`config.mk`:
```
export PLATFORM = sky130hd
export DESIGN_NAME = multicycle_control_unit
export DESIGN_NICKNAME = d
export VERILOG_FILES = /design/src/rtl/multicycle_control_unit_pkg.sv /design/src/rtl/mc_alu_decoder.sv /design/src/rtl/multicycle_control_unit.sv
export SDC_FILE = /design/constraint.sdc
export NUM_CORES = 1
export LEC_CHECK = 0
export ABC_AREA = 1
export CAP_MARGIN = 10
export CORE_MARGIN = 4
export CORE_UTILIZATION = 25
export DETAILED_ROUTE_END_ITERATION = 8
export GPL_ROUTABILITY_DRIVEN = 0
export HOLD_SLACK_MARGIN = 0.03
export PLACE_DENSITY = 0.69
export SLEW_MARGIN = 30
export SYNTH_ARGS = -nofsm -noshare
export SYNTH_HDL_FRONTEND = slang
export SYNTH_SLANG_ARGS = --single-unit
```
`constraint.sdc`:
```
create_clock -name clk -period 3 [get_ports clk]
set_input_delay 0.6 -clock clk [delete_from_list [all_inputs] [get_ports clk]]
set_output_delay 0.6 -clock clk [all_outputs]
set_load 0.01 [all_outputs]
```
`src/rtl/multicycle_control_unit_pkg.sv`:
```
// Shared encodings for the multicycle RV32I control path: opcodes, FSM states, ALU codes.
// Latency: none. This file holds declarations only.
// Backpressure: not applicable; imported by the FSM top and the ALU decoder.
package multicycle_control_unit_pkg;

  typedef enum logic [3:0] {
    S_FETCH    = 4'd0,
    S_DECODE   = 4'd1,
    S_MEMADR   = 4'd2,
    S_MEMREAD  = 4'd3,
    S_MEMWB    = 4'd4,
    S_MEMWRITE = 4'd5,
    S_EXECR    = 4'd6,
    S_EXECI    = 4'd7,
    S_ALUWB    = 4'd8,
    S_BRANCH   = 4'd9,
    S_JAL      = 4'd10,
    S_TRAP     = 4'd15
  } state_e;

  localparam logic [6:0] OP_LOAD   = 7'b0000011;
  localparam logic [6:0] OP_STORE  = 7'b0100011;
  localparam logic [6:0] OP_RTYPE  = 7'b0110011;
  localparam logic [6:0] OP_ITYPE  = 7'b0010011;
  localparam logic [6:0] OP_BRANCH = 7'b1100011;
  localparam logic [6:0] OP_JAL    = 7'b1101111;

  localparam logic [1:0] ALUOP_ADD   = 2'b00;
  localparam logic [1:0] ALUOP_SUB   = 2'b01;
  localparam logic [1:0] ALUOP_FUNCT = 2'b10;

  localparam logic [2:0] ALUC_ADD = 3'b000;
  localparam logic [2:0] ALUC_SUB = 3'b001;
  localparam logic [2:0] ALUC_AND = 3'b010;
  localparam logic [2:0] ALUC_OR  = 3'b011;
  localparam logic [2:0] ALUC_SLT = 3'b101;

  localparam logic [1:0] IMM_I = 2'b00;
  localparam logic [1:0] IMM_S = 2'b01;
  localparam logic [1:0] IMM_B = 2'b10;
  localparam logic [1:0] IMM_J = 2'b11;

  // Immediate format follows the opcode alone, independent of FSM state.
  function automatic logic [1:0] imm_src_of(input logic [6:0] op);
    logic [1:0] imm;
    case (op)
      OP_STORE:  imm = IMM_S;
      OP_BRANCH: imm = IMM_B;
      OP_JAL:    imm = IMM_J;
      default:   imm = IMM_I;
    endcase
    return imm;
  endfunction

endpackage

```
`src/rtl/mc_alu_decoder.sv`:
```
// ALU operation decoder: ALUOp plus instruction funct fields to a 3-bit ALUControl.
// Latency: purely combinational, zero cycles.
// Backpressure: none; output follows inputs every cycle.
module mc_alu_decoder
  import multicycle_control_unit_pkg::*;
(
  input  logic [1:0] alu_op,
  input  logic [2:0] funct3,
  input  logic       funct7_5,
  input  logic       op_5,
  output logic [2:0] alu_control
);

  // Fixed add/sub for address and compare work; funct-driven decode for R/I arithmetic.
  always_comb begin
    alu_control = ALUC_ADD;
    case (alu_op)
      ALUOP_SUB: alu_control = ALUC_SUB;
      ALUOP_FUNCT: begin
        case (funct3)
          // Only R-type (Op[5]=1) can ask for sub; addi ignores funct7.
          3'b000:  alu_control = (op_5 && funct7_5) ? ALUC_SUB : ALUC_ADD;
          3'b010:  alu_control = ALUC_SLT;
          3'b110:  alu_control = ALUC_OR;
          3'b111:  alu_control = ALUC_AND;
          default: alu_control = ALUC_ADD;
        endcase
      end
      default: alu_control = ALUC_ADD;
    endcase
  end

endmodule

```
`src/rtl/multicycle_control_unit.sv`:
```
// Multicycle RV32I control FSM driving datapath muxes/enables through a shared ALU and unified memory.
// Latency: 3-5 cycles per instruction with zero-wait memory; each mem_ready-low cycle adds one.
// Backpressure: FETCH/MEMREAD/MEMWRITE hold state and outputs until mem_ready; TRAP is sticky until reset.
module multicycle_control_unit
  import multicycle_control_unit_pkg::*;
#(
  parameter int unsigned ALU_CTRL_W = 3,
  parameter int unsigned ENABLE_BNE = 1,
  parameter int unsigned STATE_W    = 4
) (
  input  logic                  clk,
  input  logic                  rst,
  input  logic [6:0]            Op,
  input  logic [2:0]            funct3,
  input  logic [6:0]            funct7,
  input  logic                  Zero,
  input  logic                  mem_ready,
  output logic                  mem_req,
  output logic                  MemWrite,
  output logic                  AdrSrc,
  output logic                  IRWrite,
  output logic                  PCWrite,
  output logic                  RegWrite,
  output logic [1:0]            ResultSrc,
  output logic [1:0]            ALUSrcA,
  output logic [1:0]            ALUSrcB,
  output logic [1:0]            ImmSrc,
  output logic [ALU_CTRL_W-1:0] ALUControl,
  output logic                  instr_done,
  output logic                  illegal,
  output logic [STATE_W-1:0]    state_dbg
);

  state_e     state_q, state_d;
  logic       branch_ok;
  logic [1:0] alu_op;
  logic [2:0] alu_ctrl3;
  logic       mem_req_m, mem_write_m, ir_write_m, pc_write_m;
  logic       reg_write_m, instr_done_m, illegal_m;
  logic       unused_funct7;

  // Only funct7[5] (sub vs add) matters to this control path.
  assign unused_funct7 = ^{funct7[6], funct7[4:0]};

  // beq is always legal; bne only when built in.
  assign branch_ok = (funct3 == 3'b000) || ((funct3 == 3'b001) && (ENABLE_BNE != 0));

  // State register; reset abandons any instruction in flight.
  always_ff @(posedge clk or negedge rst) begin
    if (!rst) state_q <= S_FETCH;
    else      state_q <= state_d;
  end

  // Next-state sequencing; memory states wait on mem_ready, TRAP only leaves via reset.
  always_comb begin
    state_d = state_q;
    case (state_q)
      S_FETCH:  if (mem_ready) state_d = S_DECODE;
      S_DECODE: begin
        case (Op)
          OP_LOAD, OP_STORE: state_d = S_MEMADR;
          OP_RTYPE:          state_d = S_EXECR;
          OP_ITYPE:          state_d = S_EXECI;
          OP_BRANCH:         state_d = branch_ok ? S_BRANCH : S_TRAP;
          OP_JAL:            state_d = S_JAL;
          default:           state_d = S_TRAP;
        endcase
      end
      S_MEMADR:   state_d = Op[5] ? S_MEMWRITE : S_MEMREAD;
      S_MEMREAD:  if (mem_ready) state_d = S_MEMWB;
      S_MEMWRITE: if (mem_ready) state_d = S_FETCH;
      S_EXECR, S_EXECI, S_JAL:     state_d = S_ALUWB;
      S_MEMWB, S_ALUWB, S_BRANCH:  state_d = S_FETCH;
      S_TRAP:     state_d = S_TRAP;
      default:    state_d = S_TRAP;
    endcase
  end

  // Per-state control decode; FETCH/MEMWRITE strobes and the branch PC write also see mem_ready/Zero.
  always_comb begin
    mem_req_m    = 1'b0;
    mem_write_m  = 1'b0;
    AdrSrc       = 1'b0;
    ir_write_m   = 1'b0;
    pc_write_m   = 1'b0;
    reg_write_m  = 1'b0;
    instr_done_m = 1'b0;
    illegal_m    = 1'b0;
    ResultSrc    = 2'b00;
    ALUSrcA      = 2'b00;
    ALUSrcB      = 2'b00;
    alu_op       = ALUOP_ADD;
    case (state_q)
      S_FETCH: begin
        mem_req_m  = 1'b1;
        ALUSrcB    = 2'b10;
        ResultSrc  = 2'b10;
        ir_write_m = mem_ready;
        pc_write_m = mem_ready;
      end
      S_DECODE: begin
        ALUSrcA = 2'b01;
        ALUSrcB = 2'b01;
      end
      S_MEMADR: begin
        ALUSrcA = 2'b10;
        ALUSrcB = 2'b01;
      end
      S_MEMREAD: begin
        mem_req_m = 1'b1;
        AdrSrc    = 1'b1;
      end
      S_MEMWB: begin
        ResultSrc    = 2'b01;
        reg_write_m  = 1'b1;
        instr_done_m = 1'b1;
      end
      S_MEMWRITE: begin
        mem_req_m    = 1'b1;
        mem_write_m  = 1'b1;
        AdrSrc       = 1'b1;
        instr_done_m = mem_ready;
      end
      S_EXECR: begin
        ALUSrcA = 2'b10;
        alu_op  = ALUOP_FUNCT;
      end
      S_EXECI: begin
        ALUSrcA = 2'b10;
        ALUSrcB = 2'b01;
        alu_op  = ALUOP_FUNCT;
      end
      S_ALUWB: begin
        reg_write_m  = 1'b1;
        instr_done_m = 1'b1;
      end
      S_BRANCH: begin
        ALUSrcA      = 2'b10;
        alu_op       = ALUOP_SUB;
        instr_done_m = 1'b1;
        if (funct3 == 3'b000)      pc_write_m = Zero;
        else if (funct3 == 3'b001) pc_write_m = !Zero;
      end
      S_JAL: begin
        ALUSrcA    = 2'b01;
        ALUSrcB    = 2'b10;
        pc_write_m = 1'b1;
      end
      S_TRAP:  illegal_m = 1'b1;
      default: illegal_m = 1'b0;
    endcase
  end

  mc_alu_decoder u_alu_dec (
    .alu_op      (alu_op),
    .funct3      (funct3),
    .funct7_5    (funct7[5]),
    .op_5        (Op[5]),
    .alu_control (alu_ctrl3)
  );

  // Enables are suppressed while reset is held so nothing is written during or across it.
  assign mem_req    = mem_req_m    & rst;
  assign MemWrite   = mem_write_m  & rst;
  assign IRWrite    = ir_write_m   & rst;
  assign PCWrite    = pc_write_m   & rst;
  assign RegWrite   = reg_write_m  & rst;
  assign instr_done = instr_done_m & rst;
  assign illegal    = illegal_m    & rst;

  assign ImmSrc     = imm_src_of(Op);
  assign ALUControl = ALU_CTRL_W'(alu_ctrl3);
  assign state_dbg  = STATE_W'(state_q);

endmodule
```
==> results of run 1 <==
## layer usage
layer | vias up | part of all wire | routed length (um)
li1 | 464 | - | -
met1 | 384 | 0.40 | 834
met2 | 32 | 0.52 | 1060
met3 | 0 | 0.079 | 163
met4 | 0 | 0 | 0
met5 | - | 0 | 0
## path summary, 6_finish.rpt
check,cells past startpoint,from,slack [ns],end
worst max-delay path,10,state_dbg[3],0.21,ALUControl[0]
max in group asynchronous,2,rst,2.23,state_dbg[0]
worst min register to register,3,state_dbg[0],0.79,state_dbg[0]
worst min-delay path,2,rst,0.66,state_dbg[3]
worst max register to register,6,state_dbg[0],1.53,state_dbg[1]
min in group clk,3,state_dbg[0],0.79,state_dbg[0]
## power by group
part	internal (uW)	switching (uW)	total [uW]
registers	84.0	31.9	116
logic	330	368	699
clock network	44.8	22.1	66.8
## layout make-up
class,instances,share of cell area
Multi-Input combinational cell,87,0.405
Sequential cell,4,0.0887
Tap cell,30,0.0333
Clock buffer,3,0.0200
Inverter,25,0.0831
Timing Repair Buffer,43,0.370
## kinds of logic after synthesis
| group | after synthesis |
|---|---|
| AOI/OAI and AO/OA | 17 |
| xor gates and xnor gates | 1 |
| adders and majority gates | 2 |
| buffers and inverters | 25 |
| DFF | 4 |
| and+or+nand+nor | 67 |
## timing repair
item | 4_1_cts | 5_1_grt
endpoints found under the setup margin | 0 | 1
setup buffers | 0 | 0
gates resized for setup | 0 | 1
hold buffers | 0 | 0
endpoints found under the hold margin | 0 | 0
## worst max-delay path: cells and delay by family (launching register included)
kind                     cells  cell delay, ns
flip-flops                   1            0.39
buffers and inverters        4            0.86
AND/OR/NAND/NOR              4            0.39
adder cells (fa/ha/maj)      1            0.17
AO/OA/AOI/OAI                1            0.13
## synthesized netlist by cell type
library cell	instances
inv_2	3
a21oi_2	1
ha_1	2
a21oi_1	5
or2_2	1
nand3b_1	1
nor2_4	2
xor2_1	1
o211ai_1	1
a211oi_1	1
nor4_1	1
o21ai_0	6
nor3_1	3
nand2_1	25
nand4_1	3
nor2_2	5
dfrtp_1	4
nor2_1	14
inv_1	22
a31oi_1	2
nand3_1	8
nand2_2	3
nand2_4	1
a21boi_0	1
## stage by stage
step	area [um^2]	util
after CTS	1130	0.455
after detailed placement	1100	0.445
final	1130	0.456
after floorplan	651	-
after global placement	1100	0.445
after global routing	1130	0.456
==> results.md, run 1 <==
- First-pass GRT wire length: 3310 um
- Core Area: roughly 2500 um^2
- Pwr Density: between 700 and 800 nW/um^2
- Compound-cell area share of the yosys netlist: 0.152
- ANT cells: 0
- CTS tree: built
- First-pass DRT Iterations: 4
- Area share of the largest cell type after synthesis: 0.154
- CP dominant cell by count: inv_1
- Initial core utilization: 0.263
- Antenna viol nets, final: 0
- DRC violation count after routing: 0
- Max_slew headroom: 0.792
- Critical path launch point type: flop
- Crit share post-route: 0.929
- Synth Cell Area: approximately 650 um^2
- Htree depth: 1
- Non-filler cells, final: 192
- Largest register FFs: 4
- Clock buffer depth: 2
- RSZ-0062 raised after global routing: no
- Most frequent cells in the layout: 36 x clkdlybuf4s50_1, 25 x nand2_1, 22 x inv_1
- Adder-cell share of the synthesized area: 0.0385
- Critical path class: flop to output port
- Share of cells above drive strength 1: 0.154
- Synth unique cells: 24
- Max-Cap Viols: 0
- Peak VDD IR: between 300 and 400 uV
- Clock Sinks: 4
- Total wire length: just over 2000 um
- Req. time, crit path: around 2.4 ns
- # IOs: 44
- Largest area contributor in the netlist: dfrtp_1
- Area of the die: approximately 3500 um^2
- Initial drt markers: 41
- Seq cells post-synth: 4
- Clock Latency Late Sink: approximately 0.24 ns
- Seq/Total Area, Yosys: 0.154
- Fmax: around 360 MHz
- Final Hold Viols: 0
- Multi-input logic area: 457 um^2
- Tot Pwr: slightly below 900 uW
- Register Area: about 100 um^2
- Simple-gate area share of the yosys netlist: 0.498
- Antenna violations before repair: 0
- Crit. End Element: output port
- Routed length per instance: approximately 11 um
- Outcome: finished clean
- Endpoints failing setup: 0
- Synth warn: 0
- Synth Area per Inst: 5.61 um^2
- Layout area overhead: 73.5%
- Overflow after GRT: 0
- Crit-path cells: buf_4 > nand2_1 > nor2_2 > inv_1 > ha_1 > inv_1 > nor3_1 > nand3_1 > a31oi_1 > clkdlybuf4s50_1
- Port Buffers: 37
- Setup TNS: 0 ns
- Worst-margin pin slew: approximately 0.31 ns
- Min Hold Slack: roughly 0.66 ns
- DP Worst Slack: about 0.23 ns
- Clock Tree Root: clkbuf_4
- Routed vias/inst: 4.58
- Fin nets: 187
- Routed vias: between 800 and 900
- Total GRT Usage: 0.120
- Max incr delay on CP: 0.55 ns
- Slowest CP cell: clkdlybuf4s50_1
- Largest net degree at the start of global routing: 7
- Mux contribution to synthesized area: 0
- Syn_nets: approximately 140
- Row Count: 18
- Final min period: between 2 and 3 ns
- Total CTS buffers: 3
- Most used routing layer: met2
- Post-DP HPWL: between 1500 and 2000 um
- Max-slew violation count: 0
- Synth Area in XOR/XNOR: 0.0135
- Placed insts: about 190
- Mapped Cells: ~120
- Most common cell after layout, fill and taps aside: clkdlybuf4s50_1
- Chip height: 59.0 um
- Hold Crit Class: primary input to asynchronous set/reset pin
- Arrival @ worst endpoint: between 2 and 2.5 ns
- Setup ws final: around 0.21 ns
- GR Util met1: 0.140
- Static leakage: around 0.00054 uW
- Die X: between 50 and 60 um
- Top post-synthesis cells by area: dfrtp_1 15%, nand2_1 14%, inv_1 13%, nor2_1 8.1%, nand3_1 6.2%
- Clk_skew: 0.00471 ns
- Vias in the first global route: 807
- Met2 GRT Util: 0.221
- CP max FO: 5
- CTS clk-pin slew, worst paths: 0.04 ns
- Fillers: ~260
- Combinational family with the most area after synthesis: simple AND/OR/NAND/NOR gates
- Met3 Track Usage GR: 0.0261
No activity file was read; power rests on OpenSTA's default activity.
==> run 2: changes to the inputs <==
--- a/config.mk
+++ b/config.mk
@@ -13,6 +13,7 @@
 export GPL_ROUTABILITY_DRIVEN = 0
 export HOLD_SLACK_MARGIN = 0.03
 export PLACE_DENSITY = 0.69
+export SETUP_SLACK_MARGIN = 0.1
 export SLEW_MARGIN = 30
 export SYNTH_ARGS = -nofsm -noshare
 export SYNTH_HDL_FRONTEND = slang
==> run 2 against run 1 <==
Non-clock buffer count unchanged. Highest routed layer unchanged. Final cell count unchanged. Power about the same. Sequential power about the same. Worst setup slack improved by 0.073 ns. Combinational power about the same. First-iteration DRC count unchanged. Sequential share of layout area about the same. Core utilization increased by 0.20 points. Hold slack about the same.
==> results.md, run 2 (synthesis results as in run 1) <==
- Outcome: finished clean
- Vias in the first global route: just over 800
- Clock Tree Root: clkbuf_4
- # Post-CTS Setup Buffers: 0
- Multi-input logic area: 457 um^2
- Row Count: 18
- Total wire length: approximately 2100 um
- CTS clk-pin slew, worst paths: approximately 0.04 ns
- Setup ws final: ~0.29 ns
- Clock buffer depth: 2
- Largest net degree at the start of global routing: 7
- Crit share post-route: 0.904
- Switching part of the total: 0.480
- Initial core utilization: 0.263
- Setup TNS: 0 ns
- Routed vias/inst: about 4.6
- Die X: about 60 um
- CP max FO: 3
- Pwr Density: between 700 and 800 nW/um^2
- Critical path class: primary input to output port
- First-pass DRT Iterations: 4
- Largest register FFs: 4
- DP Worst Slack: approximately 0.23 ns
- Most common cell after layout, fill and taps aside: clkdlybuf4s50_1
- Max-slew violation count: 0
- Static leakage: slightly below 0.0006 uW
- RSZ-0062 raised after global routing: no
- Max_slew headroom: 0.768
- Endpoints failing setup: 0
- Antenna violations before repair: 0
- Clock Sinks: 4
- Share of cells above drive strength 1: 0.154
- Total CTS buffers: 3
- Peak VDD IR: ~380 uV
- Sw Pwr: ~420 uW
- Most frequent cells in the layout: 34 x clkdlybuf4s50_1, 25 x nand2_1, 22 x inv_1
- Placed insts: 189
- Clock Latency Late Sink: between 0.2 and 0.25 ns
- Register Area: around 100 um^2
- Hold Crit Class: primary input to asynchronous set/reset pin
- Max-Cap Viols: 0
- Fmax: between 300 and 400 MHz
- Total GRT Usage: 0.120
- Chip height: between 50 and 60 um
- Layout area overhead: 74.2%
- Area of the die: between 3000 and 4000 um^2
- Combinational power share: 0.793
- Overflow after GRT: 0
- Htree depth: 1
- Non-filler cells, final: around 190
- CTS tree: built
- Initial drt markers: between 40 and 50
- Arrival @ worst endpoint: ~2.1 ns
- ANT cells: 0
- Final Hold Viols: 0
- # IOs: between 40 and 50
- Routed length per instance: approximately 11 um
- Fillers: around 260
- Req. time, crit path: around 2.4 ns
- Clk pwr share: 0.076
- Port Buffers: 37
- Post-DP HPWL: about 1800 um
- Fin nets: ~190
- Flop pwr share: 0.131
- First-pass GRT wire length: roughly 3300 um
- Core Area: 2480 um^2
- Critical path launch point type: primary input
- Internal power: 459 uW
- Worst-margin pin slew: 0.345 ns
- Final min period: 2.71 ns
- Clk_skew: about 0.0047 ns
- DRC violation count after routing: 0
- Antenna viol nets, final: 0
- Crit. End Element: output port
- Routed vias: roughly 880
[run 2: cell type report]
type | instances | share of cell area
sequential | 4 | 0.0883
timing repair buffer | 43 | 0.373
multi-input combinational | 87 | 0.403
tap | 30 | 0.0331
clock buffer | 3 | 0.0199
inverter | 25 | 0.0828
[run 2: final timing paths]
check                             startpoint           end  slack, ns  cells after the start
worst max-delay path               funct3[0]       PCWrite       0.29                      5
worst min-delay path                     rst  state_dbg[3]       0.66                      2
worst max register to register  state_dbg[0]  state_dbg[1]       1.49                      6
worst min register to register  state_dbg[0]  state_dbg[0]       0.79                      3
max in group asynchronous                rst  state_dbg[0]       2.23                      2
min in group clk                state_dbg[0]  state_dbg[0]       0.79                      3
[run 2: power groups by stage]
| stage | logic, uW | registers (uW) | clock network [uW] |
|---|---|---|---|
| 6_report | 699 | 116 | 66.9 |
| 5_1_grt | 768 | 123 | 73.3 |
| 4_1_cts | 704 | 116 | 69.2 |
| 3_5_place_dp | 701 | 116 | 0 |
| 3_3_place_gp | 692 | 116 | 0 |
| 2_1_floorplan | 357 | 142 | 0 |
[run 2: stage by stage]
stage | instance area (um^2) | utilization | total power, uW | hold slack, ns
global placement | 1100 | 0.445 | 808 | 0.769
global route | 1130 | 0.458 | 964 | 0.684
detailed placement | 1100 | 0.445 | 818 | 0.776
CTS | 1130 | 0.455 | 889 | 0.658
finish | 1130 | 0.458 | 882 | 0.658
floorplan | 651 | - | 499 | 0.304
[run 2: repair_timing]
item | in CTS | in global routing
hold buffers | 0 | 0
resized for setup | 0 | 3
setup endpoints to repair | 0 | 3
endpoints found under the hold margin | 0 | 0
[run 2: critical path, cell delays in order]
cell	delay [ns]
clkdlybuf4s50_1	0.51
xor2_1	0.15
nand4_1	0.12
a31oi_1	0.16
clkdlybuf4s50_1	0.56
[run 2: per-layer routing]
layer	GRT usage	vias to the layer above	wire, um	part of all wire
met1	0.140	387	840	0.41
met3	0.0261	0	156	0.076
li1	-	464	-	-
met4	0.0291	0	0	0
met5	0	-	0	0
met2	0.221	28	1070	0.52
